### src/rtl/flash_seq_if.sv
// Command/response handshake between the SPI register file and flash_seq_ctrl.
// master: command issuer (register file / bench); slave: flash_seq_ctrl.
//   cmd_valid/cmd_ready  command handshake, accepted when both high
//   cmd_op               0=READ 1=PROGRAM 2=SECTOR_ERASE 3=CHIP_ERASE
//   cmd_addr/cmd_wdata   byte/sector address and program data
//   rsp_valid            one-cycle completion pulse
//   rsp_rdata/rsp_err    read data or last polled byte, failure flag
interface flash_seq_if;
    logic        cmd_valid;
    logic        cmd_ready;
    logic [1:0]  cmd_op;
    logic [18:0] cmd_addr;
    logic [7:0]  cmd_wdata;
    logic        rsp_valid;
    logic [7:0]  rsp_rdata;
    logic        rsp_err;

    modport master (
        output cmd_valid, cmd_op, cmd_addr, cmd_wdata,
        input  cmd_ready, rsp_valid, rsp_rdata, rsp_err
    );

    modport slave (
        input  cmd_valid, cmd_op, cmd_addr, cmd_wdata,
        output cmd_ready, rsp_valid, rsp_rdata, rsp_err
    );
endinterface

### src/rtl/flash_seq_ctrl.sv
// Parallel boot-flash sequencer: turns one-shot READ/PROGRAM/SECTOR_ERASE/
// CHIP_ERASE commands into JEDEC bus cycles with fclk-counted timing, polls
// DQ7/DQ5 for completion and returns one response per command.
// Ports:
//   fclk, rst      clock, asynchronous active-high reset
//   cmd            flash_seq_if.slave command/response handshake
//   flash_a        ROM address
//   flash_cs/oe/we active-high strobes
//   flash_dout     write data, driven onto D when flash_dout_en is high
//   flash_din      D bus input
// Optional: define FLASH_ERR_RESET_EN to issue a (000,F0) read-reset write
// after a failed program/erase, before the response.
module flash_seq_ctrl #(
    parameter int unsigned T_SU = 3,
    parameter int unsigned T_WP = 4,
    parameter int unsigned T_RD = 4,
    parameter int unsigned TO_W = 24
) (
    input  logic        fclk,
    input  logic        rst,
    flash_seq_if.slave  cmd,
    output logic [18:0] flash_a,
    output logic        flash_cs,
    output logic        flash_oe,
    output logic        flash_we,
    output logic [7:0]  flash_dout,
    output logic        flash_dout_en,
    input  logic [7:0]  flash_din
);

    localparam int unsigned A_W    = 19;
    localparam int unsigned D_W    = 8;
    localparam int unsigned T_MAX1 = (T_SU > T_WP) ? T_SU : T_WP;
    localparam int unsigned T_MAX  = (T_MAX1 > T_RD) ? T_MAX1 : T_RD;
    localparam int unsigned CNT_W  = (T_MAX < 3) ? 1 : $clog2(T_MAX);

    localparam logic [CNT_W-1:0] SU_LOAD = CNT_W'(T_SU - 1);
    localparam logic [CNT_W-1:0] WP_LOAD = CNT_W'(T_WP - 1);
    localparam logic [CNT_W-1:0] RD_LOAD = CNT_W'(T_RD - 1);
    localparam logic [TO_W-1:0]  TO_LAST = {{(TO_W-1){1'b1}}, 1'b0};

    localparam logic [1:0] OP_READ   = 2'd0;
    localparam logic [1:0] OP_PROG   = 2'd1;
    localparam logic [1:0] OP_SERASE = 2'd2;

    typedef enum logic [3:0] {
        S_IDLE, S_WR_SU, S_WR_PULSE, S_WR_HOLD, S_WR_GAP,
        S_RD_TURN, S_RD_ACT, S_RD_GAP, S_RESP
    } state_t;

    state_t           state_q, state_d;
    logic [CNT_W-1:0] cnt_q, cnt_d;
    logic [2:0]       step_q, step_d;
    logic [TO_W-1:0]  to_q, to_d;
    logic [1:0]       op_q, op_d;
    logic [A_W-1:0]   addr_q, addr_d;
    logic [D_W-1:0]   wdata_q, wdata_d;
    logic [D_W-1:0]   rdata_q;
    logic             retry_q, retry_d;
    logic             err_q, err_d;
    logic             err_rst_q, err_rst_d;

    logic [2:0]       last_step;
    logic             exp_dq7;
    logic             finish;
    logic             fin_err;

    logic [A_W-1:0]   a_d;
    logic [D_W-1:0]   dout_d;
    logic             cs_d, oe_d, we_d, den_d;

    // Index of the final command write cycle for the latched op
    always_comb begin
        last_step = 3'd3;
        if (op_q == OP_SERASE)   last_step = 3'd5;
        else if (op_q != OP_PROG) last_step = 3'd6;
    end

    assign exp_dq7 = (op_q == OP_PROG) ? wdata_q[7] : 1'b1;

    // Next-state logic
    always_comb begin
        state_d   = state_q;
        cnt_d     = cnt_q;
        step_d    = step_q;
        to_d      = to_q;
        op_d      = op_q;
        addr_d    = addr_q;
        wdata_d   = wdata_q;
        retry_d   = retry_q;
        err_d     = err_q;
        err_rst_d = err_rst_q;
        finish    = 1'b0;
        fin_err   = 1'b0;

        case (state_q)
            S_IDLE: begin
                if (cmd.cmd_valid && cmd.cmd_ready) begin
                    op_d      = cmd.cmd_op;
                    addr_d    = cmd.cmd_addr;
                    wdata_d   = cmd.cmd_wdata;
                    step_d    = 3'd0;
                    to_d      = '0;
                    retry_d   = 1'b0;
                    err_d     = 1'b0;
                    err_rst_d = 1'b0;
                    if (cmd.cmd_op == OP_READ) begin
                        state_d = S_RD_ACT;
                        cnt_d   = RD_LOAD;
                    end else begin
                        state_d = S_WR_SU;
                        cnt_d   = SU_LOAD;
                    end
                end
            end
            S_WR_SU: begin
                if (cnt_q == '0) begin
                    state_d = S_WR_PULSE;
                    cnt_d   = WP_LOAD;
                end else begin
                    cnt_d = cnt_q - CNT_W'(1);
                end
            end
            S_WR_PULSE: begin
                if (cnt_q == '0) begin
                    state_d = S_WR_HOLD;
                    cnt_d   = SU_LOAD;
                end else begin
                    cnt_d = cnt_q - CNT_W'(1);
                end
            end
            S_WR_HOLD: begin
                if (cnt_q == '0) state_d = S_WR_GAP;
                else             cnt_d   = cnt_q - CNT_W'(1);
            end
            S_WR_GAP: begin
                if (err_rst_q) begin
                    state_d = S_RESP;
                end else if (step_q == last_step) begin
                    state_d = S_RD_TURN;
                end else begin
                    step_d  = step_q + 3'd1;
                    state_d = S_WR_SU;
                    cnt_d   = SU_LOAD;
                end
            end
            S_RD_TURN: begin
                state_d = S_RD_ACT;
                cnt_d   = RD_LOAD;
            end
            S_RD_ACT: begin
                if (cnt_q == '0) state_d = S_RD_GAP;
                else             cnt_d   = cnt_q - CNT_W'(1);
            end
            S_RD_GAP: begin
                // Status poll decision on the byte sampled at the end of RD_ACT
                if (op_q == OP_READ) begin
                    state_d = S_RESP;
                end else if (rdata_q[7] == exp_dq7) begin
                    finish = 1'b1;
                end else if (retry_q) begin
                    finish  = 1'b1;
                    fin_err = 1'b1;
                end else if (rdata_q[5]) begin
                    retry_d = 1'b1;
                    state_d = S_RD_ACT;
                    cnt_d   = RD_LOAD;
                end else if (to_q == TO_LAST) begin
                    to_d    = to_q + TO_W'(1);
                    finish  = 1'b1;
                    fin_err = 1'b1;
                end else begin
                    to_d    = to_q + TO_W'(1);
                    state_d = S_RD_ACT;
                    cnt_d   = RD_LOAD;
                end
            end
            S_RESP:  state_d = S_IDLE;
            default: state_d = S_IDLE;
        endcase

        if (finish) begin
            err_d   = fin_err;
            state_d = S_RESP;
`ifdef FLASH_ERR_RESET_EN
            if (fin_err) begin
                err_rst_d = 1'b1;
                state_d   = S_WR_SU;
                cnt_d     = SU_LOAD;
            end
`endif
        end
    end

    // Next values of the registered flash pins, decoded from the next state
    always_comb begin
        a_d    = flash_a;
        dout_d = flash_dout;
        cs_d   = 1'b0;
        oe_d   = 1'b0;
        we_d   = 1'b0;
        den_d  = 1'b0;

        case (state_d)
            S_WR_SU, S_WR_PULSE, S_WR_HOLD: begin
                cs_d  = 1'b1;
                den_d = 1'b1;
                we_d  = (state_d == S_WR_PULSE);
                // Command table; unlock cycles leave a[18:11] at zero
                a_d    = A_W'(19'h555);
                dout_d = 8'hAA;
                if (err_rst_d) begin
                    a_d    = '0;
                    dout_d = 8'hF0;
                end else if (op_d == OP_PROG) begin
                    case (step_d)
                        3'd0:    begin a_d = A_W'(19'h555); dout_d = 8'hAA;   end
                        3'd1:    begin a_d = A_W'(19'h2AA); dout_d = 8'h55;   end
                        3'd2:    begin a_d = A_W'(19'h555); dout_d = 8'hA0;   end
                        default: begin a_d = addr_d;        dout_d = wdata_d; end
                    endcase
                end else begin
                    case (step_d)
                        3'd0:    begin a_d = A_W'(19'h555); dout_d = 8'hAA; end
                        3'd1:    begin a_d = A_W'(19'h2AA); dout_d = 8'h55; end
                        3'd2:    begin a_d = A_W'(19'h555); dout_d = 8'h80; end
                        3'd3:    begin a_d = A_W'(19'h555); dout_d = 8'hAA; end
                        3'd4:    begin a_d = A_W'(19'h2AA); dout_d = 8'h55; end
                        3'd5:    begin a_d = addr_d;        dout_d = 8'h30; end
                        default: begin a_d = A_W'(19'h555); dout_d = 8'h10; end
                    endcase
                end
            end
            S_RD_TURN: a_d = addr_d;
            S_RD_ACT: begin
                a_d  = addr_d;
                cs_d = 1'b1;
                oe_d = 1'b1;
            end
            default: ;
        endcase
    end

    // State, datapath and registered outputs
    always_ff @(posedge fclk or posedge rst) begin
        if (rst) begin
            state_q       <= S_IDLE;
            cnt_q         <= '0;
            step_q        <= '0;
            to_q          <= '0;
            op_q          <= '0;
            addr_q        <= '0;
            wdata_q       <= '0;
            rdata_q       <= '0;
            retry_q       <= 1'b0;
            err_q         <= 1'b0;
            err_rst_q     <= 1'b0;
            flash_a       <= '0;
            flash_cs      <= 1'b0;
            flash_oe      <= 1'b0;
            flash_we      <= 1'b0;
            flash_dout    <= '0;
            flash_dout_en <= 1'b0;
            cmd.cmd_ready <= 1'b1;
            cmd.rsp_valid <= 1'b0;
            cmd.rsp_rdata <= '0;
            cmd.rsp_err   <= 1'b0;
        end else begin
            state_q       <= state_d;
            cnt_q         <= cnt_d;
            step_q        <= step_d;
            to_q          <= to_d;
            op_q          <= op_d;
            addr_q        <= addr_d;
            wdata_q       <= wdata_d;
            retry_q       <= retry_d;
            err_q         <= err_d;
            err_rst_q     <= err_rst_d;
            if (state_q == S_RD_ACT && cnt_q == '0) rdata_q <= flash_din;
            flash_a       <= a_d;
            flash_cs      <= cs_d;
            flash_oe      <= oe_d;
            flash_we      <= we_d;
            flash_dout    <= dout_d;
            flash_dout_en <= den_d;
            cmd.cmd_ready <= (state_d == S_IDLE);
            cmd.rsp_valid <= (state_d == S_RESP);
            cmd.rsp_err   <= (state_d == S_RESP) && err_d;
            if (state_d == S_RESP) cmd.rsp_rdata <= rdata_q;
        end
    end

endmodule

### src/flat_wrapper.sv
// flat-port wrapper written by rule: the top's interface ports become plain ports
module flash_seq_ctrl_flat 
#(
    parameter int unsigned T_SU = 3,
    parameter int unsigned T_WP = 4,
    parameter int unsigned T_RD = 4,
    parameter int unsigned TO_W = 24
)
  (fclk, rst, flash_a, flash_cs, flash_oe, flash_we, flash_dout, flash_dout_en, flash_din, cmd_cmd_valid, cmd_cmd_op, cmd_cmd_addr, cmd_cmd_wdata, cmd_cmd_ready, cmd_rsp_valid, cmd_rsp_rdata, cmd_rsp_err);
  flash_seq_if cmd_i ();
  input  logic fclk;
  input  logic rst;
  output logic [18:0] flash_a;
  output logic flash_cs;
  output logic flash_oe;
  output logic flash_we;
  output logic [7:0] flash_dout;
  output logic flash_dout_en;
  input  logic [7:0] flash_din;
  input wire logic [$bits(cmd_i.cmd_valid)-1:0] cmd_cmd_valid;
  input wire logic [$bits(cmd_i.cmd_op)-1:0] cmd_cmd_op;
  input wire logic [$bits(cmd_i.cmd_addr)-1:0] cmd_cmd_addr;
  input wire logic [$bits(cmd_i.cmd_wdata)-1:0] cmd_cmd_wdata;
  output wire logic [$bits(cmd_i.cmd_ready)-1:0] cmd_cmd_ready;
  output wire logic [$bits(cmd_i.rsp_valid)-1:0] cmd_rsp_valid;
  output wire logic [$bits(cmd_i.rsp_rdata)-1:0] cmd_rsp_rdata;
  output wire logic [$bits(cmd_i.rsp_err)-1:0] cmd_rsp_err;
  assign cmd_i.cmd_valid = cmd_cmd_valid;
  assign cmd_i.cmd_op = cmd_cmd_op;
  assign cmd_i.cmd_addr = cmd_cmd_addr;
  assign cmd_i.cmd_wdata = cmd_cmd_wdata;
  assign cmd_cmd_ready = cmd_i.cmd_ready;
  assign cmd_rsp_valid = cmd_i.rsp_valid;
  assign cmd_rsp_rdata = cmd_i.rsp_rdata;
  assign cmd_rsp_err = cmd_i.rsp_err;
  flash_seq_ctrl #(.T_SU(T_SU), .T_WP(T_WP), .T_RD(T_RD), .TO_W(TO_W)) u_core (.fclk(fclk), .rst(rst), .cmd(cmd_i), .flash_a(flash_a), .flash_cs(flash_cs), .flash_oe(flash_oe), .flash_we(flash_we), .flash_dout(flash_dout), .flash_dout_en(flash_dout_en), .flash_din(flash_din));
endmodule
### config.mk
export PLATFORM = sky130hd
export DESIGN_NAME = flash_seq_ctrl_flat
export DESIGN_NICKNAME = d
export VERILOG_FILES = /design/src/rtl/flash_seq_if.sv /design/src/rtl/flash_seq_ctrl.sv /design/src/flat_wrapper.sv
export SDC_FILE = /design/constraint.sdc
export NUM_CORES = 1
export LEC_CHECK = 0
export CORE_MARGIN = 3
export CORE_UTILIZATION = 37
export DETAILED_ROUTE_END_ITERATION = 16
export PLACE_DENSITY = 0.65
export SETUP_SLACK_MARGIN = 0.15
export SLEW_MARGIN = 15
export SYNTH_ARGS = -nofsm -noshare
export SYNTH_HDL_FRONTEND = slang
export SYNTH_SLANG_ARGS = --single-unit
### constraint.sdc
create_clock -name fclk -period 5.4 [get_ports fclk]
set_clock_uncertainty 0.15 [all_clocks]
set_input_delay 1.62 -clock fclk [delete_from_list [all_inputs] [get_ports fclk]]
set_output_delay 1.62 -clock fclk [all_outputs]
set_load 0.005 [all_outputs]
==> impl_metrics.csv <==
group,metric,value,unit
cts,cts_buffers,17,
routing,firstDrtPassIters,6,
layout,nets,730,
setup_path,crit_path_cell_trace,"clkdlybuf4s50_1 > nand2_1 > nor4b_2 > a221o_1 > a31oi_4 > or3_1 > buf_4 > a221oi_1 > a211oi_1",
yosys,ys_ff_latch,115,
routing,routed_via_density,5.33,
sta,maxSlewHeadroom,0.331,
global_route,grt_pass1_vias,4857,
global_route,grt_max_degree,67,
sta,final.min_clock_period,4.31,ns
global_route,grt.total_usage,0.168,
yosys,ys_warn_count,0,
setup_path,cp_slowest_cell,"clkdlybuf4s50_1",
placed_design,dp_slack,0.683,ns
sta,setup-violations-final,0,
layout,antenna_cells,0,
yosys,ys_seq_area_frac,0.490,
sta,finalHoldViolCount,0,
run,maxCapViolCount,0,
status,outcome,"finished clean",
cts,cts_tree,"done",
routing,wl_per_cell,15.9,µm
yosys,synth_ff_type,"dfrtp_1",
power_and_ir_drop,p_leak,3.24,nW
setup_path,critPathLaunchType,"input port",
power_and_ir_drop,vdd_drop_max,224,µV
sta,rsz0062_at_grt,"false",
setup_path,cp_max_fo,23,
setup_path,crit_path_end_kind,"flop",
routing,drc_errors,0,
yosys,synth_cells,602,
die,io_pins,82,
sta,setup_ws,1.09,ns
yosys,synth_area,5880,µm²
die,die_x,132,µm
cts,ctsRootBufferMaster,"clkbuf_16",
cts,htree_levels,4,
cts,path_clk_slew,0.05,ns
routing,drt-initial-drc-count,348,
yosys,syn_avg_cell_area,9.76,µm²
die,initial_utilization,0.382,
global_route,antenna_found_initial,0,
power_and_ir_drop,powerDensity,268,nW/µm²
setup_path,crit_type,"input port to flop",
sta,fmax,232,MHz
routing,vias,4825,
die,fp.dieArea,17400,µm²
placed_design,dp_hpwl,9.93,mm
cts,cts_max_path_buffers,2,
die,die_y,132,µm
cts,insertion_delay,0.41,ns
placed_design,io_buffers,81,
yosys,ys_async_sr_fraction,1.00,
sta,fin_tns_setup,0,ns
worst_hold_path,hold_class,"flop to flop",
die,fp-row-count,45,
die,design.core.area,15400,µm²
placed_design,gp_congestion,0.871,
routing,drtAntennaViolNets,0,
sta,drv_slew,0,
setup_path,cp.arrival,4.44,ns
cts,postCtsSetupRepairBufs,0,
setup_path,max_stage_delay,0.56,ns
cts,postCtsHoldBufs,0,
yosys,synth_cell_types,80,
global_route,grt_overflow_total,0,
routing,drt_wl_total,14.4,mm
global_route,grt_pass1_wl,24.2,mm
yosys,synth_fp_nets,650,
layout,drive_gt1_frac,0.138,
sta,timing.final.crit_share,0.798,
cts,cts_sinks,115,
sta,max_slew.worst_pin.slew,1.00,ns
cts,cts_resized,0,
setup_path,cp.required,5.52,ns
yosys,synth_edf_count,0,
layout,syn2layout_area_growth,26.7,%
==> final timing paths <==
check	to	slack, ns	cells past startpoint	start
min reg2reg	u_core.wdata_q[2]	0.34	2	u_core.wdata_q[2]
min in group asynchronous	u_core.addr_q[11]	1.57	2	rst
max reg2reg	u_core.flash_a[7]	1.69	8	u_core.state_q[0]
max in group asynchronous	u_core.flash_a[8]	2.67	3	rst
max	u_core.flash_a[7]	1.09	9	cmd_cmd_valid
min	u_core.wdata_q[2]	0.34	2	u_core.wdata_q[2]
==> layer usage <==
metal	global-route usage	wire length, µm
met1	0.227	6690
met2	0.264	6760
met3	0.0492	745
met4	0.0508	210
met5	0	0
==> worst max-delay path: cells and delay by family <==
kind	cells	cell delay [ns]
and+or+nand+nor	3	1.05
AOI/OAI and AO/OA	4	0.89
buffers and inverters	2	0.87
==> power breakdown <==
group / internal [W] / switching [W]
Clock: 0.000669 / 0.000406
Combinational: 0.0000294 / 0.0000249
Sequential: 0.000866 / 0.00000226
==> stage by stage <==
step                 util  std cells  hold slack (ns)  total power, W  instance area [µm²]
floorplan               -        602            0.291        0.000900                 5880
global placement    0.447        874            0.319        0.000937                 6870
detailed placement  0.447        874            0.334        0.000939                 6870
CTS                 0.484        906            0.353         0.00202                 7440
global route        0.484        906            0.367         0.00207                 7440
finish              0.484        906            0.338         0.00200                 7440
==> layout make-up <==
class	instances	area, µm²
repair buffers	89	871
fillers	1421	7930
well taps	211	264
multi-input cells	428	2730
clock inverters	11	104
clock buffers	21	470
inverters	31	121
flip-flops and latches	115	2880
==> kinds of logic (layout without fill, tap and decap cells) <==
kind of cell | count (synthesis) | after routing | share of synthesized area
adders and majority gates | 9 | 9 | 0.0190
buffers and inverters | 59 | 152 | 0.0458
DFF | 115 | 115 | 0.490
and+or+nand+nor | 256 | 256 | 0.212
muxes | 22 | 22 | 0.0422
AOI/OAI and AO/OA | 117 | 117 | 0.155
xor gates and xnor gates | 24 | 24 | 0.0358
==> synthesized netlist by cell type, types with 3 or more instances <==
cell type,number,share of area
a211oi_1,7,0.0089
a21oi_1,20,0.017
a221oi_1,6,0.0089
a22o_1,4,0.0060
a22oi_1,4,0.0051
and2_1,4,0.0043
buf_2,9,0.0077
buf_4,3,0.0038
buf_6,3,0.0057
clkbuf_1,13,0.0083
dfrtp_1,114,0.49
ha_1,8,0.017
inv_1,27,0.017
inv_2,3,0.0019
mux2_2,18,0.034
mux2i_1,3,0.0051
nand2_1,114,0.073
nand2b_1,3,0.0032
nand3_1,18,0.015
nand4_1,10,0.011
nor2_1,56,0.036
nor3_1,6,0.0051
nor3b_1,6,0.0077
nor4_1,4,0.0043
o211ai_2,8,0.017
o21ai_0,21,0.018
o21ai_1,3,0.0026
o22ai_1,7,0.0075
o31ai_1,6,0.0077
or3_1,9,0.0096
xnor2_1,13,0.019
xor2_1,11,0.016
==> registers in the layout, indices dropped and copies added, names as in the netlist, 2 cells and up <==
signal                count
u_core.state_q            4
u_core.flash_a           19
u_core.addr_q            19
u_core.wdata_q            8
u_core.rdata_q            8
u_core.op_q               2
u_core.cmd.rsp_rdata      8
u_core.cnt_q              2
u_core.flash_dout         8
u_core.step_q             3
u_core.to_q              24
==> layout by cell type (no fill, tap or decap), types with 13 or more instances in the layout <==
cell	instances
dfrtp_1	114
o21ai_0	21
clkdlybuf4s50_1	81
inv_1	26
xnor2_1	13
a21oi_1	20
nand3_1	18
nor2_1	56
mux2_2	18
nand2_1	114
clkbuf_16	17
Power figures use the tool's default switching activity.
